===== config.mk =====
export PLATFORM = sky130hd
export DESIGN_NAME = regfile_write_arbiter_flat
export DESIGN_NICKNAME = d
export VERILOG_FILES = /design/src/rtl/regarb_pkg.sv /design/src/rtl/regfile_write_arbiter_if.sv /design/src/rtl/regfile_write_arbiter_rr_arbiter.sv /design/src/rtl/regfile_write_arbiter.sv /design/src/flat_wrapper.sv
export SDC_FILE = /design/constraint.sdc
export NUM_CORES = 1
export LEC_CHECK = 0
export BUFFER_PORTS_ARGS = -buffer_cell sky130_fd_sc_hd__buf_2
export CAP_MARGIN = 20
export CORE_MARGIN = 2
export CORE_UTILIZATION = 41
export CTS_BUF_LIST = sky130_fd_sc_hd__clkbuf_16
export CTS_CLUSTER_SIZE = 28
export DETAILED_ROUTE_END_ITERATION = 6
export PLACE_DENSITY = 0.85
export SLEW_MARGIN = 0
export SYNTH_ARGS = -nofsm -noshare
export SYNTH_HDL_FRONTEND = slang
export SYNTH_SLANG_ARGS = --single-unit

===== constraint.sdc =====
create_clock -name clk -period 2.7 [get_ports clk]
set_clock_uncertainty 0.2 [all_clocks]
set_input_delay 0.405 -clock clk [delete_from_list [all_inputs] [get_ports clk]]
set_output_delay 0.405 -clock clk [all_outputs]
set_load 0.01 [all_outputs]

===== src/rtl/regarb_pkg.sv =====
// Shared constants and types for the register-file write arbiter.
// Requester index constants name the fixed writeback sources.
package regarb_pkg;

    localparam int REG_COUNT = 4;
    localparam int DW        = 8;
    localparam int AW        = 2;

    localparam int REQ_ALU  = 0;
    localparam int REQ_LOAD = 1;
    localparam int REQ_DBG  = 2;

    typedef logic [AW-1:0] reg_addr_t;
    typedef logic [DW-1:0] reg_data_t;

endpackage


===== src/rtl/regfile_write_arbiter_if.sv =====
// Requester handshake plus register-file write port of the write arbiter.
// Valid/ready: a write transfers in a cycle where req_valid[i] && req_ready[i]; the requester holds valid/reg/data stable until then.
interface regfile_write_arbiter_if #(
    parameter int NUM_REQ = 3,
    parameter int DW      = regarb_pkg::DW,
    parameter int AW      = regarb_pkg::AW
);
    localparam int IW = (NUM_REQ > 1) ? $clog2(NUM_REQ) : 1;

    logic [NUM_REQ-1:0]    req_valid;
    logic [NUM_REQ*AW-1:0] req_reg;
    logic [NUM_REQ*DW-1:0] req_data;
    logic [NUM_REQ-1:0]    req_ready;
    logic                  write_en;
    logic [AW-1:0]         write_reg;
    logic [DW-1:0]         write_data;
    logic [IW-1:0]         grant_id;
    logic [(1<<AW)-1:0]    pending_mask;

    // Requesters and register file side.
    modport master (
        output req_valid, req_reg, req_data,
        input  req_ready, write_en, write_reg, write_data, grant_id, pending_mask
    );

    // Arbiter side.
    modport slave (
        input  req_valid, req_reg, req_data,
        output req_ready, write_en, write_reg, write_data, grant_id, pending_mask
    );

endinterface


===== src/rtl/regfile_write_arbiter_rr_arbiter.sv =====
// Combinational round-robin picker: first valid request at or after ptr, wrapping modulo NUM_REQ.
// The pointer register lives in the caller.
module rr_arbiter #(
    parameter int NUM_REQ = 3,
    parameter int IW      = (NUM_REQ > 1) ? $clog2(NUM_REQ) : 1
) (
    input  logic [NUM_REQ-1:0] req,
    input  logic [IW-1:0]      ptr,
    input  logic               en,
    output logic [NUM_REQ-1:0] grant,
    output logic [IW-1:0]      idx
);

    int         slot;
    logic [IW-1:0] cand;
    logic       found;

    always_comb begin
        grant = '0;
        idx   = '0;
        found = 1'b0;
        slot  = 0;
        cand  = '0;
        for (int k = 0; k < NUM_REQ; k++) begin
            slot = int'(ptr) + k;
            if (slot >= NUM_REQ) slot = slot - NUM_REQ;
            cand = IW'(slot);
            if (en && !found && req[cand]) begin
                found       = 1'b1;
                grant[cand] = 1'b1;
                idx         = cand;
            end
        end
    end

endmodule


===== src/rtl/regfile_write_arbiter.sv =====
// Shares the register-file write port among NUM_REQ writeback sources with round-robin grants.
// Optional REGARB_DEBUG_PRIO_EN gives requester NUM_REQ-1 absolute priority without moving rr_ptr.
module regfile_write_arbiter
    import regarb_pkg::*;
#(
    parameter int NUM_REQ = 3,
    parameter int DW      = regarb_pkg::DW,
    parameter int AW      = regarb_pkg::AW
) (
    input  logic                    clk,
    input  logic                    reset,
    input  logic                    hold,
    regfile_write_arbiter_if.slave  bus
);

    localparam int IW = (NUM_REQ > 1) ? $clog2(NUM_REQ) : 1;
    localparam int RC = 1 << AW;

    logic [IW-1:0]      rr_ptr;
    logic [IW-1:0]      arb_idx;
    logic [IW-1:0]      grant_idx;
    logic [NUM_REQ-1:0] arb_grant;
    logic [NUM_REQ-1:0] grant;
    logic               arb_en;
    logic               dbg_grant;
    logic               grant_any;
    logic [AW-1:0]      sel_reg;
    logic [DW-1:0]      sel_data;
    logic [RC-1:0]      pending;

    // Reset gating keeps ready low while reset is held, even between clock edges.
    assign arb_en = !reset && !hold;

`ifdef REGARB_DEBUG_PRIO_EN
    assign dbg_grant = arb_en && bus.req_valid[NUM_REQ-1];
`else
    assign dbg_grant = 1'b0;
`endif

    rr_arbiter #(.NUM_REQ(NUM_REQ), .IW(IW)) u_rr (
        .req   (bus.req_valid),
        .ptr   (rr_ptr),
        .en    (arb_en && !dbg_grant),
        .grant (arb_grant),
        .idx   (arb_idx)
    );

    always_comb begin
        grant     = arb_grant;
        grant_idx = arb_idx;
        if (dbg_grant) begin
            grant              = '0;
            grant[NUM_REQ-1]   = 1'b1;
            grant_idx          = IW'(NUM_REQ - 1);
        end
    end

    assign grant_any     = |grant;
    assign bus.req_ready = grant;

    always_comb begin
        sel_reg  = '0;
        sel_data = '0;
        for (int i = 0; i < NUM_REQ; i++) begin
            if (grant[i]) begin
                sel_reg  = bus.req_reg[i*AW +: AW];
                sel_data = bus.req_data[i*DW +: DW];
            end
        end
    end

    always_ff @(posedge clk or posedge reset) begin
        if (reset) begin
            rr_ptr <= '0;
        end else if (grant_any && !dbg_grant) begin
            rr_ptr <= (grant_idx == IW'(NUM_REQ - 1)) ? '0 : grant_idx + IW'(1);
        end
    end

    always_ff @(posedge clk or posedge reset) begin
        if (reset) begin
            bus.write_en   <= 1'b0;
            bus.write_reg  <= '0;
            bus.write_data <= '0;
            bus.grant_id   <= '0;
        end else begin
            bus.write_en <= grant_any;
            if (grant_any) begin
                bus.write_reg  <= sel_reg;
                bus.write_data <= sel_data;
                bus.grant_id   <= grant_idx;
            end
        end
    end

    // Covers both the grant cycle and the following commit cycle.
    always_comb begin
        pending = '0;
        if (bus.write_en) pending[bus.write_reg] = 1'b1;
        for (int i = 0; i < NUM_REQ; i++) begin
            if (grant[i]) pending[bus.req_reg[i*AW +: AW]] = 1'b1;
        end
    end

    assign bus.pending_mask = pending;

endmodule


===== src/flat_wrapper.sv =====
// flat-port wrapper written by rule: the top's interface ports become plain ports
module regfile_write_arbiter_flat import regarb_pkg::*;
#(
    parameter int NUM_REQ = 3,
    parameter int DW      = regarb_pkg::DW,
    parameter int AW      = regarb_pkg::AW
)
  (clk, reset, hold, bus_req_valid, bus_req_reg, bus_req_data, bus_req_ready, bus_write_en, bus_write_reg, bus_write_data, bus_grant_id, bus_pending_mask);
  regfile_write_arbiter_if #(.NUM_REQ(NUM_REQ), .DW(DW), .AW(AW)) bus_i ();
  input  logic clk;
  input  logic reset;
  input  logic hold;
  input wire logic [$bits(bus_i.req_valid)-1:0] bus_req_valid;
  input wire logic [$bits(bus_i.req_reg)-1:0] bus_req_reg;
  input wire logic [$bits(bus_i.req_data)-1:0] bus_req_data;
  output wire logic [$bits(bus_i.req_ready)-1:0] bus_req_ready;
  output wire logic [$bits(bus_i.write_en)-1:0] bus_write_en;
  output wire logic [$bits(bus_i.write_reg)-1:0] bus_write_reg;
  output wire logic [$bits(bus_i.write_data)-1:0] bus_write_data;
  output wire logic [$bits(bus_i.grant_id)-1:0] bus_grant_id;
  output wire logic [$bits(bus_i.pending_mask)-1:0] bus_pending_mask;
  assign bus_i.req_valid = bus_req_valid;
  assign bus_i.req_reg = bus_req_reg;
  assign bus_i.req_data = bus_req_data;
  assign bus_req_ready = bus_i.req_ready;
  assign bus_write_en = bus_i.write_en;
  assign bus_write_reg = bus_i.write_reg;
  assign bus_write_data = bus_i.write_data;
  assign bus_grant_id = bus_i.grant_id;
  assign bus_pending_mask = bus_i.pending_mask;
  regfile_write_arbiter #(.NUM_REQ(NUM_REQ), .DW(DW), .AW(AW)) u_core (.clk(clk), .reset(reset), .hold(hold), .bus(bus_i));
endmodule

**After elaboration in Yosys (flattened, before gate mapping)**

Cells that the tools add are included.
Widths: inputs -> output; s select.

- Bits in registers: 15
- Latch bits: 0
- Memory bits (writable): 0
- ROM bits: 0
- Bits of input ports: 36
- Output and inout port bits: 20
- Logic and storage cells: 94
- Memories: 0

- Add/subtract/negate cells: 6
- $mul: 0
- Div/mod/pow operators: 0
- Order comparisons: 17
- Equal/unequal tests: 1
- Shift operators: 0
- Muxes and demuxes: 42
- Bitwise gates (word level): 5
- Reductions and logical operators: 18

Operators by type and width:

| kind | number |
|---|---|
| $mux 8 | 3 |
| $lt 2x3->1 const B | 7 |
| $mux 2 | 10 |
| $mux 4 | 4 |
| $demux 1 s2 | 7 |
| $ge 2x1->1 const B | 7 |
| $logic_and 1x1->1 | 13 |
| $mux 1 | 12 |
| $or 4x4->4 | 3 |
| $mux 3 | 3 |
| $bmux 1 s2 | 3 |
| $ge 3x2->1 const B | 2 |
| $or 3x3->3 | 2 |
| $sub 2x2->2 const B | 3 |
| $logic_not 1->1 | 4 |
| $add 2x1->3 const B | 1 |
| $add 2x2->3 const B | 1 |
| $reduce_or 3->1 | 1 |
| $add 2x1->2 const B | 1 |
| $eq 2x2->1 const B | 1 |
| $ge 2x2->1 const B | 1 |

**Longest topological paths before layout**

Gate-level depths: netlist of run 1.

- Depth after elaboration: 19
- Mapped depth: 11
- Depth with buffers taken out: 9

**By module**

A second synthesis of run 1 with hierarchy kept.

- Cells, all modules: 124
- Area total of the unflattened synthesis: 1099.8 µm²

By module, submodules not included:

| module | times used | cells an instance | area each (µm²) | sequential area each (µm²) |
|---|---|---|---|---|
| regfile_write_arbiter | 1 | 84 | 807.0 | 375.4 |
| rr_arbiter | 1 | 40 | 292.8 | 0.0 |

**Least setup slack after synthesis of run 1**

OpenSTA, ideal clock, no wires.

- Path kind: reg-to-output
- From: register u_core.rr_ptr[0]
- To: output port bus_pending_mask[2]
- Arrival: 2.108 ns
- Required time: 2.095 ns
- Slack: -0.013 ns
- Cell stages (with the launch flop): 10
- Path buffers: 1
- Cells stage by stage: dfrtp_1 -> inv_1 -> ha_1 -> o31ai_2 -> nand2_1 -> a311o_1 -> inv_2 -> buf_2 -> nand3b_1 -> o2111ai_1

- Elaborated cells between the ends (all ways): 51
- Classes of those cells: add/sub: 5; order compare: 9; mux: 23; bitwise: 4; reduce/logical: 10

RTL lines:

| element | line | text |
|---|---|---|
| start, declared | regfile_write_arbiter.sv:19 | `logic [IW-1:0] rr_ptr;` |
| start signal, assigned | regfile_write_arbiter.sv:76 | `rr_ptr <= (grant_idx == IW'(NUM_REQ - 1)) ? '0 : grant_idx + IW'(1);` |
| branches (longest 13 deep; another with $add 2x1->3) | -- |  |
| $mux 3 (*) | regfile_write_arbiter_rr_arbiter.sv:28 | `if (en && !found && req[cand]) begin` |
| via bus_req_ready[2] | flat_wrapper.sv:16 | `output wire logic [$bits(bus_i.req_ready)-1:0] bus_req_ready;` |
| $mux 4 (*) | regfile_write_arbiter.sv:101 | `if (grant[i]) pending[bus.req_reg[i*AW +: AW]] = 1'b1;` |
| end, declared | flat_wrapper.sv:21 | `output wire logic [$bits(bus_i.pending_mask)-1:0] bus_pending_mask;` |

Mark *: on every way through the listed nets, which the timed path passes. The select of a mux whose other input is x is not followed.

**Worst setup path in the final report of run 1**

- From: register u_core.rr_ptr[0]
- To: output port bus_pending_mask[0]

- Cells in the longest elaborated chain, start to end: 19
- Elaborated cells between the ends (all ways): 51
- Classes of those cells: add/sub: 5; order compare: 9; mux: 23; bitwise: 4; reduce/logical: 10

Ends and longest elaborated chain:

| element | line |
|---|---|
| branches (longest 13 deep; another with $add 2x1->3) | -- |
| $mux 3 (*) | regfile_write_arbiter_rr_arbiter.sv:28 |
| $mux 4 | regfile_write_arbiter.sv:101 |
| $or 4x4->4 (no line) | -- |
| $mux 4 | regfile_write_arbiter.sv:101 |
| $or 4x4->4 (no line) | -- |
| $mux 4 (*) | regfile_write_arbiter.sv:101 |

Mark *: on every way between the ends. The select of a mux whose other input is x is not followed.

==> key figures, run 1 <==
Die
  – Ports: 56
  – Die height: 59.8 µm
  – Core box area: 3000 µm²
  – Chip width: 59.8 µm
  – Initial Util: 0.426
  – Full die area: 3580 µm²
  – FP Rows: 20

Pwr
  – Combinational Power Share: 0.664
  – Clock power share: 0.135
  – Sw frac: 0.402
  – Leakage: 1.04 nW
  – Power Total: 0.00211 W
  – Sequential power share: 0.200
  – Pwr dens: 1030 nW/µm²
  – Pint: 0.00126 W
  – Worst vdd ir: 0.000568 V
  – Net switching power: 0.000847 W

Drt
  – Final ANT Viol Nets: 0
  – Drt pass-1 iters: 4
  – Post-route DRC: 0
  – Vias per Instance: 5.69
  – Routed Wire Length: 4180 µm
  – Post-DR wirelength/cell: 15.8 µm
  – Routed vias: 1,502
  – Initial DRC count: 47

Critical path
  – Worst R2R Path Depth: 14
  – Required time worst endpoint: 2100 ps
  – Critical Path End Type: output pin
  – WS Path Type: register to output pin
  – Crit start category: register
  – Worst path arrival time: 2310 ps
  – Worst Path Max Fanout: 5

Yosys
  – Main combinational cell family by area after synthesis: compound AO/OA/AOI/OAI gates
  – Multiplexer area fraction after synthesis: 0.0900
  – Fraction of registers with async set/reset: 1.00
  – Yosys warns: 0
  – Yosys reg bits: 15
  – Simple-Gate Fraction of Synth Area: 0.241
  – Adder-cell share of the synthesized area: 0.0391
  – Seq/Total Area, Yosys: 0.294
  – Post-synth EDFFs: 0
  – Mapped Area: 1280 µm²
  – Synth Area in Compound Gates: 0.272
  – Syn avg cell area: 8.88 µm²
  – Yosys cell types: 48
  – Synth Flop Type: dfrtp_1
  – XOR/XNOR Fraction of Synth Area: 0
  – Syn nets: 184
  – Synthesized instance count: 144

STA
  – Setup TNS: -2000 ps
  – Worst Tran Pin Value: 569 ps
  – Setup violations, final: 19
  – Worst relative slew slack: 0.620
  – Final period utilization: 1.08
  – Final Hold Vio Count: 0
  – Post-layout min period: 2920 ps
  – Final Worst Setup Slack: -218 ps
  – Final hold slack: 37.4 ps
  – Final max-slew violation count: 0
  – RSZ-0062 raised after global routing: yes
  – Fmax: 0.343 GHz

Layout
  – Largest Register: u_core.bus.write_data
  – Non-filler cells, final: 264
  – Layout cell share with drive strength beyond 1: 0.563
  – Multi-input gate area: 937 µm²
  – Fillers: 230
  – Synthesis-to-finish area growth: 60.5%
  – Nets@finish: 272
  – Final cell utilization of the core: 0.683
  – Most common cell after layout, fill and taps aside: buf_2
  – Commonest non-fill, non-tap cells in the layout: 54 x buf_2, 28 x buf_4, 14 x nor2_1, 14 x dfrtp_1, 10 x nor3_1
  – Largest register FFs: 8
  – Ant. Diodes: 0
  – Reg area: 377 µm²

Place
  – DP HPWL: 2780 µm
  – Port bufs: 55
  – Placed Cells: 242
  – Routability cong.: 0.940

Clock network
  – CTS max path bufs: 2
  – Clk slew on worst S/H paths: 50 ps
  – Clock Sinks: 15
  – TritonCTS buffer count: 3
  – Clock Latency Late Sink: 240 ps
  – CTS tree: yes
  – Hold buffers post-CTS: 0
  – H-tree levels: 1
  – Clock tree root buffer cell: clkbuf_16

GRT
  – Number of global-route vias before repair: 1,432
  – Grt ovf: 0
  – Total track usage: 0.231
  – First-pass GRT wire length: 6290 µm
  – Largest net degree at the start of global routing: 16
  – Initial antenna violation count: 0

Job
  – Max Cap Viol: 0

Hold path
  – Hold WC Path Type: primary input to asynchronous set/reset pin

Outcome
  – Failing checks: setup timing
  – Status: finished, violations left
-- worst max-delay path, stage by stage (launching register included) --
cell	delay, ps
dfrtp_2	450
ha_4	200
mux2i_4	190
or2_1	250
a32o_2	310
o21ai_4	140
nor2_2	50
a2111o_1	350
buf_2	140
-- logic make-up (layout without fill, tap and decap cells) --
family | count (synthesis) | count (layout)
AO/OA/AOI/OAI | 39 | 39
multiplexers | 11 | 11
adder cells (fa/ha/maj) | 4 | 4
buffers and inverters | 17 | 104
flip-flops | 15 | 15
AND/OR/NAND/NOR | 58 | 58
-- synth_stat cells (all sizes together), types with 3 or more instances --
master  instances  area, µm²
a211oi         10        110
and3            3       18.8
buf             5       37.5
dfrtp          15        375
ha              4       50.1
inv            11       41.3
mux2i          10        100
nand2           7       26.3
nand3b          4       30.0
nor2           17       71.3
nor2b           4       32.5
nor3           12       60.1
o21ai           7       50.1
-- power by group through the flow --
stage | registers, W | logic, W | clock network [W]
after CTS | 0.000418 | 0.00123 | 0.000285
after global routing | 0.000433 | 0.00148 | 0.000298
after detailed placement | 0.000412 | 0.00107 | 0
final | 0.000422 | 0.00140 | 0.000285
after floorplan | 0.000445 | 0.000690 | 0
after global placement | 0.000411 | 0.00104 | 0
-- per-stage QoR --
| stage | setup slack (ps) | instance area (µm²) |
|---|---|---|
| after floorplan | 15.6 | 1280 |
| after global placement | -38.5 | 1690 |
| after detailed placement | -87.8 | 1690 |
| after CTS | -197 | 1910 |
| after global routing | -290 | 2050 |
| final | -218 | 2050 |
-- path summary, 6_finish.rpt --
| path | slack (ps) | end | start |
|---|---|---|---|
| setup / recovery | -220 | bus_pending_mask[0] | u_core.rr_ptr[0] |
| hold / removal | 40 | u_core.rr_ptr[1] | reset |
| setup reg to reg | -150 | u_core.bus.write_data[7] | u_core.rr_ptr[0] |
| hold reg to reg | 270 | u_core.bus.grant_id[0] | u_core.bus.grant_id[0] |
| max in group asynchronous | 1860 | u_core.rr_ptr[0] | reset |
| min in group clk | 250 | u_core.bus.write_data[1] | bus_req_data[9] |
-- per-layer routing --
| metal | track usage | vias to the layer above | part of all wire |
|---|---|---|---|
| met5 | 0 | - | 0 |
| met3 | 0.0606 | 10 | 0.058 |
| met2 | 0.411 | 63 | 0.54 |
| met4 | 0.0794 | 0 | 0.017 |
| met1 | 0.264 | 721 | 0.38 |
| li1 | - | 708 | - |
-- layout make-up --
cell class	count	area share
multi-input combinational	112	0.457
sequential	15	0.184
tap	33	0.0201
timing repair buffer	89	0.281
inverter	11	0.0201
clock buffer	3	0.0366
clock inverter	1	0.00183
-- timing repair --
item,CTS,global route
gates resized for setup,16,19
setup endpoints to repair,8,21
pin swaps,6,14
buffers inserted,10,8
Note: power is estimated with default switching activity, not from simulation.
==> run 2, diff against run 1 <==
- CTS_CLUSTER_SIZE: 28 -> unset
- PLACE_DENSITY: 0.85 -> unset
- PLACE_DENSITY_LB_ADDON: unset -> 0.25
==> run 2 against run 1 <==
Sequential power decreased by 2%. Clock power about the same. Via count decreased by 3.0%. Utilization decreased by 3.4 points. First-iteration DRC count increased by 32%. Critical path depth increased by 1. Register-to-register slack improved by 220 ps. The run still ends with setup timing left. Global-route usage decreased by 1.1 points. Setup slack got worse by 28 ps.
==> key figures, run 2 (synthesis results as in run 1) <==
Drt
  – Routed vias: 1,457 (-3.0%)
  – Post-DR wirelength/cell: 14.6 µm (-7.5%)
  – Final ANT Viol Nets: 0 (unchanged)
  – Initial DRC count: 62 (+32%)
  – Drt pass-1 iters: 4 (unchanged)
  – Vias per Instance: 5.65 (-0.74%)
  – Post-route DRC: 0 (unchanged)
  – Routed Wire Length: 3780 µm (-9.6%)

Critical path
  – Reg2Reg Setup Slack: 70 ps (+220 ps)
  – WS Path Type: register to output pin
  – Critical path, cell by cell: buf_6, ha_4, mux2i_4, or2_1, a32o_2, o21ai_4, nor2_2, a2111o_1, buf_2
  – Crit start category: register
  – Worst Path Max Fanout: 6 (+1)
  – Required time worst endpoint: 2100 ps (about the same)
  – Critical Path End Type: output pin
  – Crit path largest cell delay: 400 ps (-50 ps)
  – Worst path arrival time: 2340 ps (+30 ps)
  – Master of the slowest instance on the critical path: dfrtp_1

Clock network
  – Clock Latency Late Sink: 240 ps (about the same)
  – TritonCTS buffer count: 3 (unchanged)
  – Clock tree root buffer cell: clkbuf_16
  – CTS max path bufs: 2 (unchanged)
  – Clock Sinks: 15 (unchanged)
  – CTS tree: yes
  – Hold buffers post-CTS: 0 (unchanged)
  – Clk slew on worst S/H paths: 50 ps (about the same)
  – H-tree levels: 1 (unchanged)

STA
  – Final period utilization: 1.09 (+0.0104)
  – Fmax: 0.339 GHz (-0.95%)
  – Setup violations, final: 6 (-13)
  – Final max-slew violation count: 0 (unchanged)
  – Post-layout min period: 2950 ps (+28.1 ps)
  – Worst Tran Pin Value: 583 ps (+14.0 ps)
  – Final hold slack: 33.5 ps (-3.88 ps)
  – Final Hold Vio Count: 0 (unchanged)
  – Final Worst Setup Slack: -246 ps (-28.1 ps)
  – RSZ-0062 raised after global routing: yes
  – Worst relative slew slack: 0.611 (-0.00935)

Place
  – Routability cong.: 0.800 (-15%)
  – DP HPWL: 2920 µm (+5.1%)
  – Placed Cells: 249 (+2.9%)
  – Port bufs: 55 (unchanged)

Layout
  – Nets@finish: 266 (-2.2%)
  – Largest Register: u_core.bus.write_data
  – Final cell utilization of the core: 0.650 (-0.0337)
  – Synthesis-to-finish area growth: 52.5%
  – Fillers: 264 (+15%)
  – Layout cell share with drive strength beyond 1: 0.533 (-0.0294)
  – Most common cell after layout, fill and taps aside: buf_2
  – Commonest non-fill, non-tap cells in the layout: 55 x buf_2, 25 x buf_4, 14 x nor2_1, 14 x dfrtp_1, 12 x nor3_1
  – Largest register FFs: 8 (unchanged)
  – Ant. Diodes: 0 (unchanged)
  – Non-filler cells, final: 258 (-2.3%)

GRT
  – M3 GR Usage: 0.0195 (-0.0411)
  – Total track usage: 0.220 (-0.0112)
  – Grt ovf: 0 (unchanged)
  – Largest net degree at the start of global routing: 16 (unchanged)
  – GRT busiest layer: met2
  – Initial antenna violation count: 0 (unchanged)
  – Met1 Usage GRT: 0.283 (+0.0187)
  – First-pass GRT wire length: 6180 µm (-1.9%)
  – Number of global-route vias before repair: 1,395 (-2.6%)
  – Met2 global-route usage: 0.399 (-0.0124)

Die
  – Ports: 56 (unchanged)
  – Die height: 59.8 µm (unchanged)
  – Full die area: 3580 µm² (unchanged)
  – Chip width: 59.8 µm (unchanged)
  – FP Rows: 20 (unchanged)
  – Core box area: 3000 µm² (unchanged)
  – Initial Util: 0.426 (unchanged)

Outcome
  – Status: finished, violations left
  – Failing checks: setup timing

Pwr
  – Worst vdd ir: 0.000538 V (-5.3%)
  – Pwr dens: 1030 nW/µm² (+0.45%)
  – Leakage: 0.997 nW (-4.3%)

Job
  – Max Cap Viol: 0 (unchanged)

Hold path
  – Hold WC Path Type: primary input to asynchronous set/reset pin
## run 2: cell type report
| cell class | instances | area (µm²) | area share |
|---|---|---|---|
| timing repair buffer | 83 | 497 | 0.255 |
| inverter | 11 | 43.8 | 0.0225 |
| multi-input combinational | 112 | 912 | 0.468 |
| tap | 33 | 41.3 | 0.0212 |
| clock inverter | 1 | 5.00 | 0.00257 |
| clock buffer | 3 | 75.1 | 0.0385 |
| sequential | 15 | 377 | 0.193 |
## run 2: final timing paths
check,start,end,cells after the start
hold / removal,reset,u_core.bus.write_reg[1],2
hold reg to reg,u_core.bus.grant_id[0],u_core.bus.grant_id[0],1
max in group asynchronous,reset,u_core.rr_ptr[1],2
setup reg to reg,u_core.rr_ptr[0],u_core.bus.grant_id[1],9
setup / recovery,u_core.rr_ptr[0],bus_pending_mask[0],9
min in group clk,bus_req_data[23],u_core.bus.write_data[7],3
## run 2: routing by layer
| metal | routed length, µm | up-vias |
|---|---|---|
| li1 | - | 698 |
| met1 | 1490 | 700 |
| met2 | 2050 | 53 |
| met3 | 177 | 6 |
| met4 | 54 | 0 |
| met5 | 0 | - |
## run 2: worst max-delay path, delay by kind of cell (launching register included)
| family | cells | cell delay (ps) |
|---|---|---|
| adder cells (fa/ha/maj) | 1 | 180 |
| AND/OR/NAND/NOR | 2 | 280 |
| AO/OA/AOI/OAI | 3 | 780 |
| flip-flops | 1 | 400 |
| buffers and inverters | 2 | 270 |
| multiplexers | 1 | 190 |
## run 2: power by group
group	switching, W	internal (W)
registers	0.0000813	0.000333
clock network	0.0000870	0.000197
logic	0.000631	0.000683
total	0.000800	0.00121
## run 2: repair_timing
item,4_1_cts,5_1_grt
pin swaps,7,2
setup endpoints to repair,8,18
gates resized for setup,15,11
setup buffers,5,1
## run 2: per-stage QoR
step	total power, W	setup WS [ps]	instance area [µm²]	TNS, ps
floorplan	0.00113	15.6	1280	0
global placement	0.00153	-107	1730	-415
detailed placement	0.00155	-113	1730	-454
CTS	0.00197	-217	1900	-1100
global route	0.00215	-366	1950	-1970
finish	0.00201	-246	1950	-1130
==> run 3, diff against run 2 <==
- GPL_TIMING_DRIVEN: unset -> 0
==> run 3 against run 2 <==
The flow still finishes with violations (setup timing). Count of clock-buffer cells in the layout is the same. Maximum frequency shrank 3.8%. Power grew 3.5%. Flip-flop and latch count is the same. Global-route usage grew 1.1 points. Via count shrank 3.0%. Clock power grew 7.0%. Cell count shrank 3.1%. Non-clock buffer count shrank 8. Critical endpoint unchanged.
==> key figures, run 3 (synthesis results as in run 1) <==
GRT
  – Number of global-route vias before repair: 1,390 (-0.36%)
  – First-pass GRT wire length: 6350 µm (+2.9%)
  – Initial antenna violation count: 0 (unchanged)
  – Grt ovf: 0 (unchanged)
  – Total track usage: 0.230 (+0.0107)
  – Largest net degree at the start of global routing: 16 (unchanged)

Drt
  – Final ANT Viol Nets: 0 (unchanged)
  – Routed vias: 1,413 (-3.0%)
  – Post-route DRC: 0 (unchanged)
  – Vias per Instance: 5.65 (about the same)
  – Drt pass-1 iters: 4 (unchanged)
  – Routed Wire Length: 3970 µm (+5.1%)
  – Initial DRC count: 135 (+120%)
  – Post-DR wirelength/cell: 15.9 µm (+8.5%)

Layout
  – Synthesis-to-finish area growth: 54.2%
  – Ant. Diodes: 0 (unchanged)
  – Commonest non-fill, non-tap cells in the layout: 56 x buf_2, 14 x dfrtp_1, 12 x nor3_1
  – Non-filler cells, final: 250 (-3.1%)
  – Nets@finish: 258 (-3.0%)
  – Fillers: 243 (-8.0%)
  – Largest register FFs: 8 (unchanged)
  – Layout cell share with drive strength beyond 1: 0.558 (+0.0243)
  – Most common cell after layout, fill and taps aside: buf_2
  – Largest Register: u_core.bus.write_data

Die
  – Die height: 59.8 µm (unchanged)
  – Core box area: 3000 µm² (unchanged)
  – Full die area: 3580 µm² (unchanged)
  – Initial Util: 0.426 (unchanged)
  – Ports: 56 (unchanged)
  – Chip width: 59.8 µm (unchanged)
  – FP Rows: 20 (unchanged)

Pwr
  – Combinational Power Share: 0.651 (-0.002)
  – Pwr dens: 1060 nW/µm² (+2.4%)
  – Pint: 0.00122 W (+0.84%)
  – Net switching power: 0.000860 W (+7.5%)
  – Sequential power share: 0.203 (-0.003)
  – Sw frac: 0.413 (+0.0154)
  – Leakage: 0.965 nW (-3.2%)
  – Worst vdd ir: 0.000552 V (+2.5%)
  – Clock power share: 0.146 (+0.005)

Clock network
  – CTS tree: yes
  – Hold buffers post-CTS: 0 (unchanged)
  – CTS max path bufs: 2 (unchanged)
  – TritonCTS buffer count: 3 (unchanged)
  – Clock Sinks: 15 (unchanged)
  – Clk slew on worst S/H paths: 50 ps (about the same)
  – H-tree levels: 1 (unchanged)
  – Clock Latency Late Sink: 250 ps (about the same)
  – Clock tree root buffer cell: clkbuf_16

Hold path
  – Hold WC Path Type: primary input to asynchronous set/reset pin

STA
  – Post-layout min period: 3060 ps (+116 ps)
  – Setup TNS: -1600 ps (-475 ps)
  – Fmax: 0.327 GHz (-3.8%)
  – RSZ-0062 raised after global routing: yes
  – Setup violations, final: 8 (+2)
  – Final Hold Vio Count: 0 (unchanged)
  – Final Worst Setup Slack: -362 ps (-116 ps)
  – Worst relative slew slack: 0.575 (-0.0361)
  – Final period utilization: 1.13 (+0.0430)
  – Worst Tran Pin Value: 635 ps (+52.4 ps)
  – Final max-slew violation count: 0 (unchanged)

Job
  – Max Cap Viol: 0 (unchanged)

Place
  – Routability cong.: 0.776 (-3.0%)
  – Pre-CTS WS: -391 ps (-278 ps)
  – Placed Cells: 232 (-6.8%)
  – Port bufs: 55 (unchanged)
  – DP HPWL: 2670 µm (-8.6%)

Critical path
  – Worst path arrival time: 2460 ps (+120 ps)
  – WS Path Type: register to output pin
  – Critical Path End Type: output pin
  – Worst Path Max Fanout: 5 (-1)
  – Crit start category: register
  – Required time worst endpoint: 2100 ps (about the same)

Outcome
  – Status: finished, violations left
  – Failing checks: setup timing
[run 3: power groups by stage]
stage               combinational [W]  clock (W)  sequential, W
floorplan                    0.000690          0       0.000445
global placement             0.000996          0       0.000405
detailed placement            0.00102          0       0.000413
CTS                           0.00126   0.000302       0.000417
global route                  0.00147   0.000322       0.000435
finish                        0.00136   0.000304       0.000424
[run 3: final timing paths]
kind / slack, ps / start / to / depth (start not counted)
max: -360 / u_core.rr_ptr[1] / bus_pending_mask[0] / 9
min reg2reg: 290 / u_core.bus.grant_id[0] / u_core.bus.grant_id[0] / 1
max reg2reg: -30 / u_core.rr_ptr[1] / u_core.bus.grant_id[1] / 9
min: 50 / reset / u_core.bus.write_reg[1] / 2
max in group asynchronous: 1800 / reset / u_core.rr_ptr[0] / 2
min in group clk: 250 / bus_req_data[17] / u_core.bus.write_data[1] / 3
[run 3: what timing repair did]
item,in CTS,in global routing
buffers inserted,14,1
endpoints found under the setup margin,11,19
pin swaps,11,4
hold endpoints to repair,0,0
cloned,1,0
resized for setup,31,19
[run 3: area by class of cell]
class                   count  area [µm²]  area share
inverters                  11        43.8      0.0222
repair buffers             71         425       0.216
clock inverters             1        7.51     0.00381
plain buffers               4        42.5      0.0216
flip-flops and latches     15         377       0.191
well taps                  33        41.3      0.0209
multi-input cells         112         960       0.487
clock buffers               3        75.1      0.0381
[run 3: routing by layer]
layer,up-vias,global-route usage,share of wire
li1,677,-,-
met1,684,0.295,0.43
met2,48,0.408,0.52
met3,4,0.0281,0.044
met4,0,0.0571,0.010
met5,-,0,0
[run 3: worst max-delay path, cell delays in order (launching register included)]
cell and delay [ps]:
dfrtp_1 400, buf_6 140, ha_4 240, buf_4 150
o21ai_0 320, a21oi_4 120, o21ai_4 210, nor3_1 90
a2111o_1 390, buf_2 140
[run 3: metrics by stage]
stage	util	hold WS (ps)	total power (W)	area [µm²]
after floorplan	-	106	0.00113	1280
after global placement	0.532	259	0.00140	1600
after detailed placement	0.532	282	0.00143	1600
after CTS	0.632	62.3	0.00198	1900
after global routing	0.657	97.6	0.00223	1970
final	0.657	47.2	0.00208	1970
